--- config.mk ---
export PLATFORM = sky130hd
export DESIGN_NAME = branch_resolve
export DESIGN_NICKNAME = d
export VERILOG_FILES = /design/src/rtl/branch_resolve.sv
export SDC_FILE = /design/constraint.sdc
export NUM_CORES = 1
export LEC_CHECK = 0
export CAP_MARGIN = 40
export CORE_MARGIN = 2
export CORE_UTILIZATION = 45
export DETAILED_ROUTE_END_ITERATION = 7
export GPL_ROUTABILITY_DRIVEN = 0
export PLACE_DENSITY = 0.75
export SETUP_SLACK_MARGIN = 0.15
export SYNTH_ARGS = -nofsm -noshare
export SYNTH_HDL_FRONTEND = slang
export SYNTH_SLANG_ARGS = --single-unit
export TNS_END_PERCENT = 1
--- constraint.sdc ---
create_clock -name clk -period 3.7 [get_ports clk]
set_clock_uncertainty 0.15 [all_clocks]
set_input_delay 0.74 -clock clk [delete_from_list [all_inputs] [get_ports clk]]
set_output_delay 0.74 -clock clk [all_outputs]
set_load 0.02 [all_outputs]
--- src/rtl/branch_resolve.sv ---
// Two-stage branch resolution unit: S1 latches compare flags and both candidate
// addresses, S2 evaluates the condition and holds taken/target behind a valid/ready
// output handshake. Also keeps a saturating count of delivered taken branches.
module branch_resolve #(
  parameter int unsigned WIDTH  = 32,
  parameter int unsigned ADDR_W = 32,
  parameter int unsigned CNT_W  = 16
) (
  input  logic              clk,
  input  logic              rst,
  input  logic              in_valid,
  output logic              in_ready,
  input  logic [2:0]        cond,
  input  logic              is_signed,
  input  logic [WIDTH-1:0]  op_a,
  input  logic [WIDTH-1:0]  op_b,
  input  logic [ADDR_W-1:0] pc,
  input  logic [15:0]       offset,
  input  logic              flush,
  output logic              out_valid,
  input  logic              out_ready,
  output logic              taken,
  output logic [ADDR_W-1:0] target,
  output logic [CNT_W-1:0]  taken_count
);

  // Offset extension width: wide enough for the 18-bit shifted offset and the PC.
  localparam int unsigned ExtW = (ADDR_W > 18) ? ADDR_W : 18;

  logic              s1_valid_q, s1_valid_d;
  logic [1:0]        flags_q, flags_d;
  logic [2:0]        cond_q, cond_d;
  logic [ADDR_W-1:0] seq_q, seq_d;
  logic [ADDR_W-1:0] br_q, br_d;
  logic              s2_valid_q, s2_valid_d;
  logic              taken_q, taken_d;
  logic [ADDR_W-1:0] target_q, target_d;
  logic [CNT_W-1:0]  cnt_q, cnt_d;

  logic              s2_adv, s1_adv, accept, fire, cond_met;
  logic [WIDTH-1:0]  a_cmp, b_cmp;
  logic signed [ExtW-1:0] off_ext;

  // Pipeline advance terms; in_ready depends only on state and out_ready.
  always_comb begin
    s2_adv = !s2_valid_q || out_ready;
    s1_adv = !s1_valid_q || s2_adv;
    accept = in_valid && s1_adv && !flush;
    fire   = s2_valid_q && out_ready;
  end

  assign in_ready    = s1_adv;
  assign out_valid   = s2_valid_q;
  assign taken       = taken_q;
  assign target      = target_q;
  assign taken_count = cnt_q;

  // S1 next state: flipping the MSBs turns a signed compare into an unsigned one.
  always_comb begin
    a_cmp              = op_a;
    b_cmp              = op_b;
    a_cmp[WIDTH-1]     = op_a[WIDTH-1] ^ is_signed;
    b_cmp[WIDTH-1]     = op_b[WIDTH-1] ^ is_signed;
    off_ext            = ExtW'($signed({offset, 2'b00}));
    s1_valid_d         = s1_valid_q;
    flags_d            = flags_q;
    cond_d             = cond_q;
    seq_d              = seq_q;
    br_d               = br_q;
    if (flush) begin
      s1_valid_d = 1'b0;
    end else if (s1_adv) begin
      s1_valid_d = in_valid;
    end
    if (accept) begin
      flags_d = {a_cmp < b_cmp, a_cmp > b_cmp};
      cond_d  = cond;
      seq_d   = pc + ADDR_W'(4);
      br_d    = pc + ADDR_W'(4) + off_ext[ADDR_W-1:0];
    end
  end

  // Condition evaluation against the registered flags.
  always_comb begin
    cond_met = 1'b0;
    case (cond_q)
      3'b000:  cond_met = (flags_q == 2'b00);
      3'b001:  cond_met = (flags_q != 2'b00);
      3'b010:  cond_met = !flags_q[1];
      3'b011:  cond_met = !flags_q[0];
      3'b100:  cond_met = (flags_q == 2'b01);
      3'b101:  cond_met = (flags_q == 2'b10);
      3'b110:  cond_met = 1'b0;
      default: cond_met = 1'b1;
    endcase
  end

  // S2 next state and taken counter; a result handshaken during flush still counts.
  always_comb begin
    s2_valid_d = s2_valid_q;
    taken_d    = taken_q;
    target_d   = target_q;
    cnt_d      = cnt_q;
    if (flush) begin
      s2_valid_d = 1'b0;
    end else if (s2_adv) begin
      s2_valid_d = s1_valid_q;
    end
    if (s2_adv && s1_valid_q && !flush) begin
      taken_d  = cond_met;
      target_d = cond_met ? br_q : seq_q;
    end
    if (fire && taken_q && (cnt_q != {CNT_W{1'b1}})) begin
      cnt_d = cnt_q + CNT_W'(1);
    end
  end

  // State registers, asynchronously cleared.
  always_ff @(posedge clk or posedge rst) begin
    if (rst) begin
      s1_valid_q <= 1'b0;
      flags_q    <= 2'b00;
      cond_q     <= 3'b000;
      seq_q      <= '0;
      br_q       <= '0;
      s2_valid_q <= 1'b0;
      taken_q    <= 1'b0;
      target_q   <= '0;
      cnt_q      <= '0;
    end else begin
      s1_valid_q <= s1_valid_d;
      flags_q    <= flags_d;
      cond_q     <= cond_d;
      seq_q      <= seq_d;
      br_q       <= br_d;
      s2_valid_q <= s2_valid_d;
      taken_q    <= taken_d;
      target_q   <= target_d;
      cnt_q      <= cnt_d;
    end
  end

endmodule

# ---- After elaboration in Yosys (flattened, before gate mapping)
# Index checks and enable logic that the tools add are counted.
dict set report totals {
  ff_bits 120
  inputBits 121
  out_inout_bits 51
  elab_cells 50
}
dict set report op_classes {
  add_sub_neg 3
  magnitude_cmp 2
  eq_ne 9
  n_mux 6
  bitwise 2
  reduce_logical 19
}
# op count
set ops {}
lappend ops {{32-bit by 3-bit adder with 32-bit output (second input constant)} 1}
lappend ops {{32-bit adder} 1}
lappend ops {{32-bit > comparator} 1}
lappend ops {{32-bit < comparator} 1}
lappend ops {{32-bit 2-to-1 mux} 1}
lappend ops {{16-bit by 1-bit adder with 16-bit output (second input constant)} 1}
lappend ops {{16-bit != test (second input constant)} 1}
lappend ops {{3-bit equality test (second input constant)} 3}
lappend ops {{1-bit logical AND} 7}
lappend ops {{1-bit one-hot mux with 7 select lines} 1}
lappend ops {{3-bit by 2-bit equality test with 1-bit output (second input constant)} 2}
lappend ops {{2-bit nonzero test} 3}
lappend ops {{1-bit logical NOT} 5}
lappend ops {{1-bit 2-to-1 mux} 4}
lappend ops {{3-bit by 1-bit equality test with 1-bit output (second input constant)} 1}
lappend ops {{3-bit logical NOT} 1}
lappend ops {{2-bit by 1-bit equality test with 1-bit output (second input constant)} 1}
lappend ops {{2-bit equality test (second input constant)} 1}
lappend ops {{2-bit logical NOT} 1}
lappend ops {{1-bit logical OR} 2}
lappend ops {{1-bit XOR} 2}

# ---- Depth between registers and ports, before layout
# Gate-level depths: netlist (run 1).
dict set report depth {
  depth_word 5
  depth_mapped 14
  ltp_nobuf 12
}

# ---- Worst setup path before layout (run 1)
# No wires, ideal clock.
dict set report synth_timing {
  kind {input-to-reg}
  startpoint {input port pc[12]}
  endpoint {register br_q[31]}
  setup_ns 0.069
  arrival_ns 3.501
  required_time_ns 3.481
  slack_ns -0.020
  cell_stages 12
  n_path_buf 2
  path_cell_list {nand4_2 > or3_1 > buf_6 > nor4_1 > nand3_1 > xnor2_1 > ha_1 > clkbuf_1 > o2111ai_1 > a211oi_1 > or4b_2 > nand3_1}
}
dict set report synth_between {
  elab_chain_len 2
}
# item line_no
set synth_rtl {}
lappend synth_rtl {{start, declared} 17} ;# input logic [ADDR_W-1:0] pc,
lappend synth_rtl {{32-bit by 3-bit adder with 32-bit output} 79} ;# br_d = pc + ADDR_W'(4) + off_ext[ADDR_W-1:0];
lappend synth_rtl {{32-bit adder} 79}
lappend synth_rtl {{end signal, assigned} 135} ;# br_q <= br_d;
lappend synth_rtl {{end, declared} 34} ;# logic [ADDR_W-1:0] br_q, br_d;
# Every way passes these cells.
# A chain may end at the register's enable or synchronous reset.

# ---- Worst setup path after layout (run 1)
dict set report layout_timing {
  startpoint {input port pc[18]}
  endpoint {register br_q[31]}
}
# Same word-level chain as after synthesis.

==> run_results.csv, run 1 <==
group,metric,value,unit
outcome,status,"complete, but fails checks",
outcome,violations,"setup timing",
finish,layoutNonFillerInstCount,1507,
power,power.switching,0.00173,W
timing,rsz0062_at_grt,"yes",
finish,drive_above_1_share,25.4,%
worst_setup_path,path_class,"input pin to flop",
floorplanning,rows,48,
timing,period_share,105,%
finish,fillers,1242,
finish,nets,1457,
drt,drt_iter0_drc,700,
timing,hold_viol_final,0,
cts,clock_sinks,118,
global_route,antenna_found_initial,0,
cts,ctsHoldBuffers,0,
global_route,grt_pass1_vias,8579,
yosys,ys_types,72,
worst_setup_path,crit_path_start_kind,"input pin",
power,internal-power,0.00358,W
worst_setup_path,worstPathRequired,3830,ps
worst_setup_path,critPathLaunch,"pc[18]",
timing,timing.final.ws_setup,-184,ps
timing,fmaxAchievable,257,MHz
place,dp_cells,1453,
worst_setup_path,crit_arrival,4020,ps
min_path,hp-class,"flop to flop",
power,p_seq_share,32.4,%
global_route,grt_start_max_net_pins,119,
floorplanning,num_io_pins,172,
floorplanning,die_w,138,um
yosys,synth-async-reset-ratio,100,%
floorplanning,core,17400,sq um
cts,cts_max_level,4,
cts,cts_tree,"built",
drt,firstDrtPassIters,6,
timing,drv_slew,0,
yosys,yosysTopAreaCell,"dfrtp_1",
global_route,track_usage,27.6,%
worst_setup_path,critPathMaxFanout,5,
power,peakVddDrop,385,uV
yosys,syn_area,8070,sq um
cts,root_buffer,"clkbuf_16",
yosys,seq_area_frac_synth,36.6,%
global_route,grt_overflow,0,
power,clkPwrFrac,32.0,%
place,dp_hpwl,18000,um
place,dp_worst_setup_slack,-728,ps
cts,clk_latency,420,ps
drt,num_vias,8650,
place,port_buffers,171,
timing,setup_viol,7,
cts,cts_max_path_buffers,2,
timing,max_slew_margin,55.1,%
power,powerDensity,424,nW/um^2
drt,wl_per_cell,17.9,um
drt,drc,0,
power,cellLeakagePower,5.93,nW
yosys,syn_nets,1103,
power,switching_share,32.5,%
min_path,holdCritStartpoint,"seq_q[1]",
yosys,yosys_warnings,0,
power,comb_power_share,35.6,%
worst_setup_path,reg2reg_from,"out_valid",
worst_setup_path,cp-end-kind,"flop",
power,power,0.00530,W
yosys,synthCells,915,
floorplanning,start_util,46.3,%
drt,wl,27000,um
finish,multi_input_area,5190,sq um
yosys,synth_edf_count,0,
finish,antenna_cells,0,
run,cap_violations,0,
finish,seq_area,2950,sq um
floorplanning,die_y,138,um
timing,period_needed,3880,ps
drt,viasPerCell,5.74,
finish,area_growth,55.2,%
yosys,yosys.area.top_type_share,36.6,%
yosys,ys_seq_elements,118,
cts,clk_pin_slew,60,ps
cts,cts_buffers,17,
yosys,syn_avg_cell_area,8.81,sq um
timing,worst_pin_slew,657,ps
timing,fin_setup_tns,-656,ps
yosys,synth_flop_cell,"dfrtp_1",
drt,drtAntennaViolNets,0,
floorplanning,dieArea,19000,sq um
yosys,synth_area_leaders,"dfrtp_1 37%, ha_1 10%, nand2_1 6.0%, a21oi_1 4.6%, mux2i_1 4.2%",
global_route,grt_pass1_wl,40900,um
## per-stage QoR
stage                     utilization, %  instance area [sq um]  hold WS (ps)
final                               71.8                  12500           324
after global routing                71.8                  12500           349
after CTS                           70.6                  12300           326
after detailed placement            64.9                  11300           312
after global placement              64.9                  11300           307
after floorplan                        -                   8070           290
## worst max-delay path, cell delays in order
cell and delay [ps]:
clkdlybuf4s15_1 200, nand2_1 80, or3_4 430, buf_12 150, buf_4 140, nor4_2 270
xor2_1 490, ha_4 250, nand2_1 90, o211ai_1 220, o21bai_1 170, a21oi_2 60
buf_4 170, o311ai_1 400, nand3_1 120
## what timing repair did
action / 4_1_cts / 5_1_grt
resized for setup: 81 / 40
pin swaps: 36 / 20
setup buffers: 17 / 4
setup endpoints to repair: 18 / 17
cloned: 1 / 0
## sequential cells by signal (all words and copies together) (netlist names)
| register | cells |
|---|---|
| taken | 1 |
| flags_q | 2 |
| taken_count | 16 |
| cond_q | 3 |
| target | 32 |
| s1_valid_q | 1 |
| br_q | 30 |
| out_valid | 1 |
| seq_q | 32 |
## Yosys cell counts (22+ instances only)
library cell    n
xor2_1         28
mux2i_1        34
nand3_1        27
nand4_1        27
a21o_1         23
nand2_1       128
a21oi_1        74
inv_1          50
xnor2_1        32
clkbuf_1       27
nor3_1         22
ha_1           66
o21ai_0        30
dfrtp_1       118
nor2_1         82
## worst paths after layout
| check | slack [ps] | endpoint | cells past startpoint |
|---|---|---|---|
| worst max-delay path | -180 | br_q[31] | 15 |
| worst min-delay path | 320 | seq_q[1] | 2 |
| worst max register to register | 1310 | flags_q[0] | 6 |
| worst min register to register | 320 | seq_q[1] | 2 |
| max in group asynchronous | 2200 | target[31] | 3 |
| min in group asynchronous | 680 | taken_count[4] | 3 |
## logic make-up after synthesis
logic type      after synthesis  synth area share [%]
fa+ha+maj                    67                  10.5
xor+xnor                     61                  6.72
flops                       118                  36.6
buf+inv                      87                  4.53
compound gates              196                  15.9
mux                          45                  5.76
simple gates                341                  20.0
## placed cells by master, fill, tap and decap left out, types with 8 or more instances in the layout
| master | n |
|---|---|
| o21a_1 | 9 |
| a21o_1 | 23 |
| nor3_1 | 19 |
| nor2_1 | 81 |
| nand2_1 | 126 |
| buf_4 | 189 |
| a21oi_2 | 10 |
| a21oi_1 | 61 |
| ha_1 | 60 |
| dfrtp_1 | 118 |
| dlygate4sd2_1 | 8 |
| o21ai_0 | 28 |
| inv_1 | 49 |
| mux2_2 | 11 |
| and3_1 | 9 |
| xor2_1 | 26 |
| mux2i_1 | 34 |
| nand3_1 | 23 |
| nand4_1 | 27 |
| clkdlybuf4s50_1 | 150 |
| clkbuf_16 | 17 |
| xnor2_1 | 26 |
## metal layers
layer  track usage [%]  up-vias  share of wire [%]
met4              15.4        0                6.5
li1                  -     3976                  -
met2              48.4      434                 50
met1              31.5     4107                 37
met5                 0        -                  0
met3              5.34      133                6.7
## power groups by stage
| stage | combinational, W | clock, W | sequential (W) |
|---|---|---|---|
| 6_report | 0.00189 | 0.00170 | 0.00172 |
| 3_5_place_dp | 0.00177 | 0 | 0.00174 |
| 2_1_floorplan | 0.000775 | 0 | 0.00186 |
| 3_3_place_gp | 0.00173 | 0 | 0.00172 |
| 4_1_cts | 0.00182 | 0.00171 | 0.00172 |
| 5_1_grt | 0.00204 | 0.00177 | 0.00175 |
## area by class of cell
cell class                      count  area share, %
Multi-Input combinational cell    710           41.5
Timing Repair Buffer              372           26.3
Sequential cell                   118           23.6
Clock buffer                       20           3.65
Tap cell                          225           2.25
Inverter                           50           1.53
Clock inverter                     12           1.21
No activity file was read; power rests on OpenSTA's default activity.
==> run 2, diff against run 1 <==
--- a/config.mk
+++ b/config.mk
@@ -15,4 +15,3 @@
 export SYNTH_ARGS = -nofsm -noshare
 export SYNTH_HDL_FRONTEND = slang
 export SYNTH_SLANG_ARGS = --single-unit
-export TNS_END_PERCENT = 1
==> run_results.csv, run 2 (synthesis gave the netlist of run 1 again) <==
group,metric,value,unit
run,cap_violations,0,
drt,drc,0,
worst_setup_path,reg2reg_from,"cond_q[2]",
floorplanning,core,17400,sq um
floorplanning,start_util,46.3,%
min_path,hp-class,"flop to flop",
place,dp_hpwl,18400,um
finish,fillers,1123,
min_path,whs_path_depth,2,
floorplanning,dieArea,19000,sq um
global_route,grt_pass1_vias,8848,
power,peakVddDrop,401,uV
drt,viasPerCell,5.84,
cts,clk_pin_slew,60,ps
cts,cts_max_path_buffers,2,
outcome,status,"completed",
timing,period_share,97.9,%
timing,fin_setup_tns,0,ps
worst_setup_path,r2r_slack,1400,ps
cts,ctsHoldBuffers,0,
global_route,grt_overflow,0,
power,switching_share,33.6,%
cts,root_buffer,"clkbuf_16",
power,cellLeakagePower,6.09,nW
finish,drive_above_1_share,28.7,%
global_route,track_usage,28.2,%
place,port_buffers,171,
floorplanning,rows,48,
floorplanning,num_io_pins,172,
finish,final_cell_mix,"212 x buf_4, 154 x clkdlybuf4s50_1, 126 x nand2_1, 118 x dfrtp_1, 78 x nor2_1",
timing,setup_viol,0,
drt,firstDrtPassIters,5,
timing,worst_pin_slew,939,ps
global_route,grt_start_max_net_pins,77,
finish,area_growth,59.4,%
global_route,antenna_found_initial,0,
drt,drt_iter0_drc,750,
timing,period_needed,3620,ps
place,postPlaceCellArea,11300,sq um
cts,clock_sinks,118,
finish,layout_commonest_cell,"buf_4",
drt,wl_per_cell,18.8,um
power,comb_power_share,36.1,%
cts,cts_max_level,4,
floorplanning,die_w,138,um
worst_setup_path,critPathMaxFanout,5,
worst_setup_path,reg2reg_to,"target[5]",
finish,final_core_util,73.8,%
power,internal-power,0.00358,W
place,dp_worst_setup_slack,-761,ps
min_path,holdCritStartpoint,"seq_q[24]",
cts,cts_tree,"built",
timing,timing.final.ws_setup,77.5,ps
finish,final_cell_area,12900,sq um
floorplanning,die_y,138,um
timing,fmaxAchievable,276,MHz
worst_setup_path,crit_arrival,3760,ps
finish,antenna_cells,0,
power,power.switching,0.00181,W
power,p_seq_share,31.9,%
worst_setup_path,crit_path_start_kind,"input pin",
timing,max_slew_margin,37.2,%
global_route,grt_pass1_wl,41800,um
cts,cts_buffers,17,
finish,nets,1477,
timing,drv_slew,0,
worst_setup_path,reg2regPathDepth,7,
worst_setup_path,cp-end-kind,"flop",
timing,rsz0062_at_grt,"no",
drt,drtAntennaViolNets,0,
cts,clk_latency,430,ps
min_path,min_to,"seq_q[24]",
drt,wl,28700,um
worst_setup_path,worstPathRequired,3840,ps
timing,hold_viol_final,0,
power,powerDensity,420,nW/um^2
power,clkPwrFrac,32.0,%
worst_setup_path,path_class,"input pin to flop",
drt,num_vias,8912,
## run 2: changes by cell type in the layout (fill, tap and decap cells not counted), sizes merged, moves of 3 or more
cell	previous run	this run
clkdlybuf4s50	150	154
clkinv	6	3
inv	50	53
clkbuf	22	25
clkdlybuf4s15	7	1
dlygate4sd2	8	5
buf	203	225
## run 2: worst max path at each step
| stage | from | to | cells past startpoint |
|---|---|---|---|
| 3_5_place_dp | pc[7] | br_q[26] | 15 |
| 5_1_grt | pc[3] | br_q[16] | 14 |
| 2_1_floorplan | pc[12] | br_q[31] | 14 |
| 3_3_place_gp | pc[6] | br_q[26] | 15 |
| 4_1_cts | pc[22] | br_q[31] | 13 |
| 6_report | pc[16] | br_q[29] | 14 |
## run 2: worst max-delay path: stages
cell and delay [ps]:
dlygate4sd2_1 200, inv_1 60, or3_4 370, buf_8 150
buf_8 140, nor4_4 330, xor2_2 310, ha_4 280
a21oi_2 180, o21bai_1 110, a21oi_2 200, o41ai_4 130
a2111oi_0 480, a311oi_1 90
## run 2: metrics by stage
stage / hold WS [ps] / total power [W] / instances
floorplan: 290 / 0.00264 / 915
global placement: 307 / 0.00345 / 1449
detailed placement: 313 / 0.00351 / 1449
CTS: 327 / 0.00529 / 1513
global route: 353 / 0.00565 / 1527
finish: 326 / 0.00539 / 1527
## run 2: final cells by class
type,instances,area [sq um],share of cell area [%]
Tap cell,225,282,2.19
Multi-Input combinational cell,710,5410,42.1
Sequential cell,118,2950,23.0
Timing Repair Buffer,392,3410,26.5
Clock buffer,18,429,3.34
Clock inverter,14,174,1.35
Inverter,50,191,1.49
## run 2: per-layer routing
metal | up-vias | part of all wire [%] | wire length [um] | global-route usage [%]
li1 | 4009 | - | - | -
met2 | 548 | 49 | 14200 | 50.9
met1 | 4185 | 36 | 10400 | 31.3
met3 | 170 | 7.5 | 2160 | 5.45
met5 | - | 0 | 0 | 0
met4 | 0 | 6.8 | 1940 | 14.6
## run 2: timing repair
| item | in CTS | in global routing |
|---|---|---|
| pin swaps | 47 | 51 |
| gates cloned | 1 | 0 |
| endpoints found under the setup margin | 19 | 17 |
| gates resized for setup | 93 | 70 |
| buffers inserted | 31 | 15 |
## run 2: power groups by stage
stage	logic [W]	registers (W)	clock network, W
floorplan	0.000782	0.00186	0
global placement	0.00173	0.00172	0
detailed placement	0.00178	0.00174	0
CTS	0.00185	0.00172	0.00173
global route	0.00210	0.00175	0.00180
finish	0.00195	0.00172	0.00172
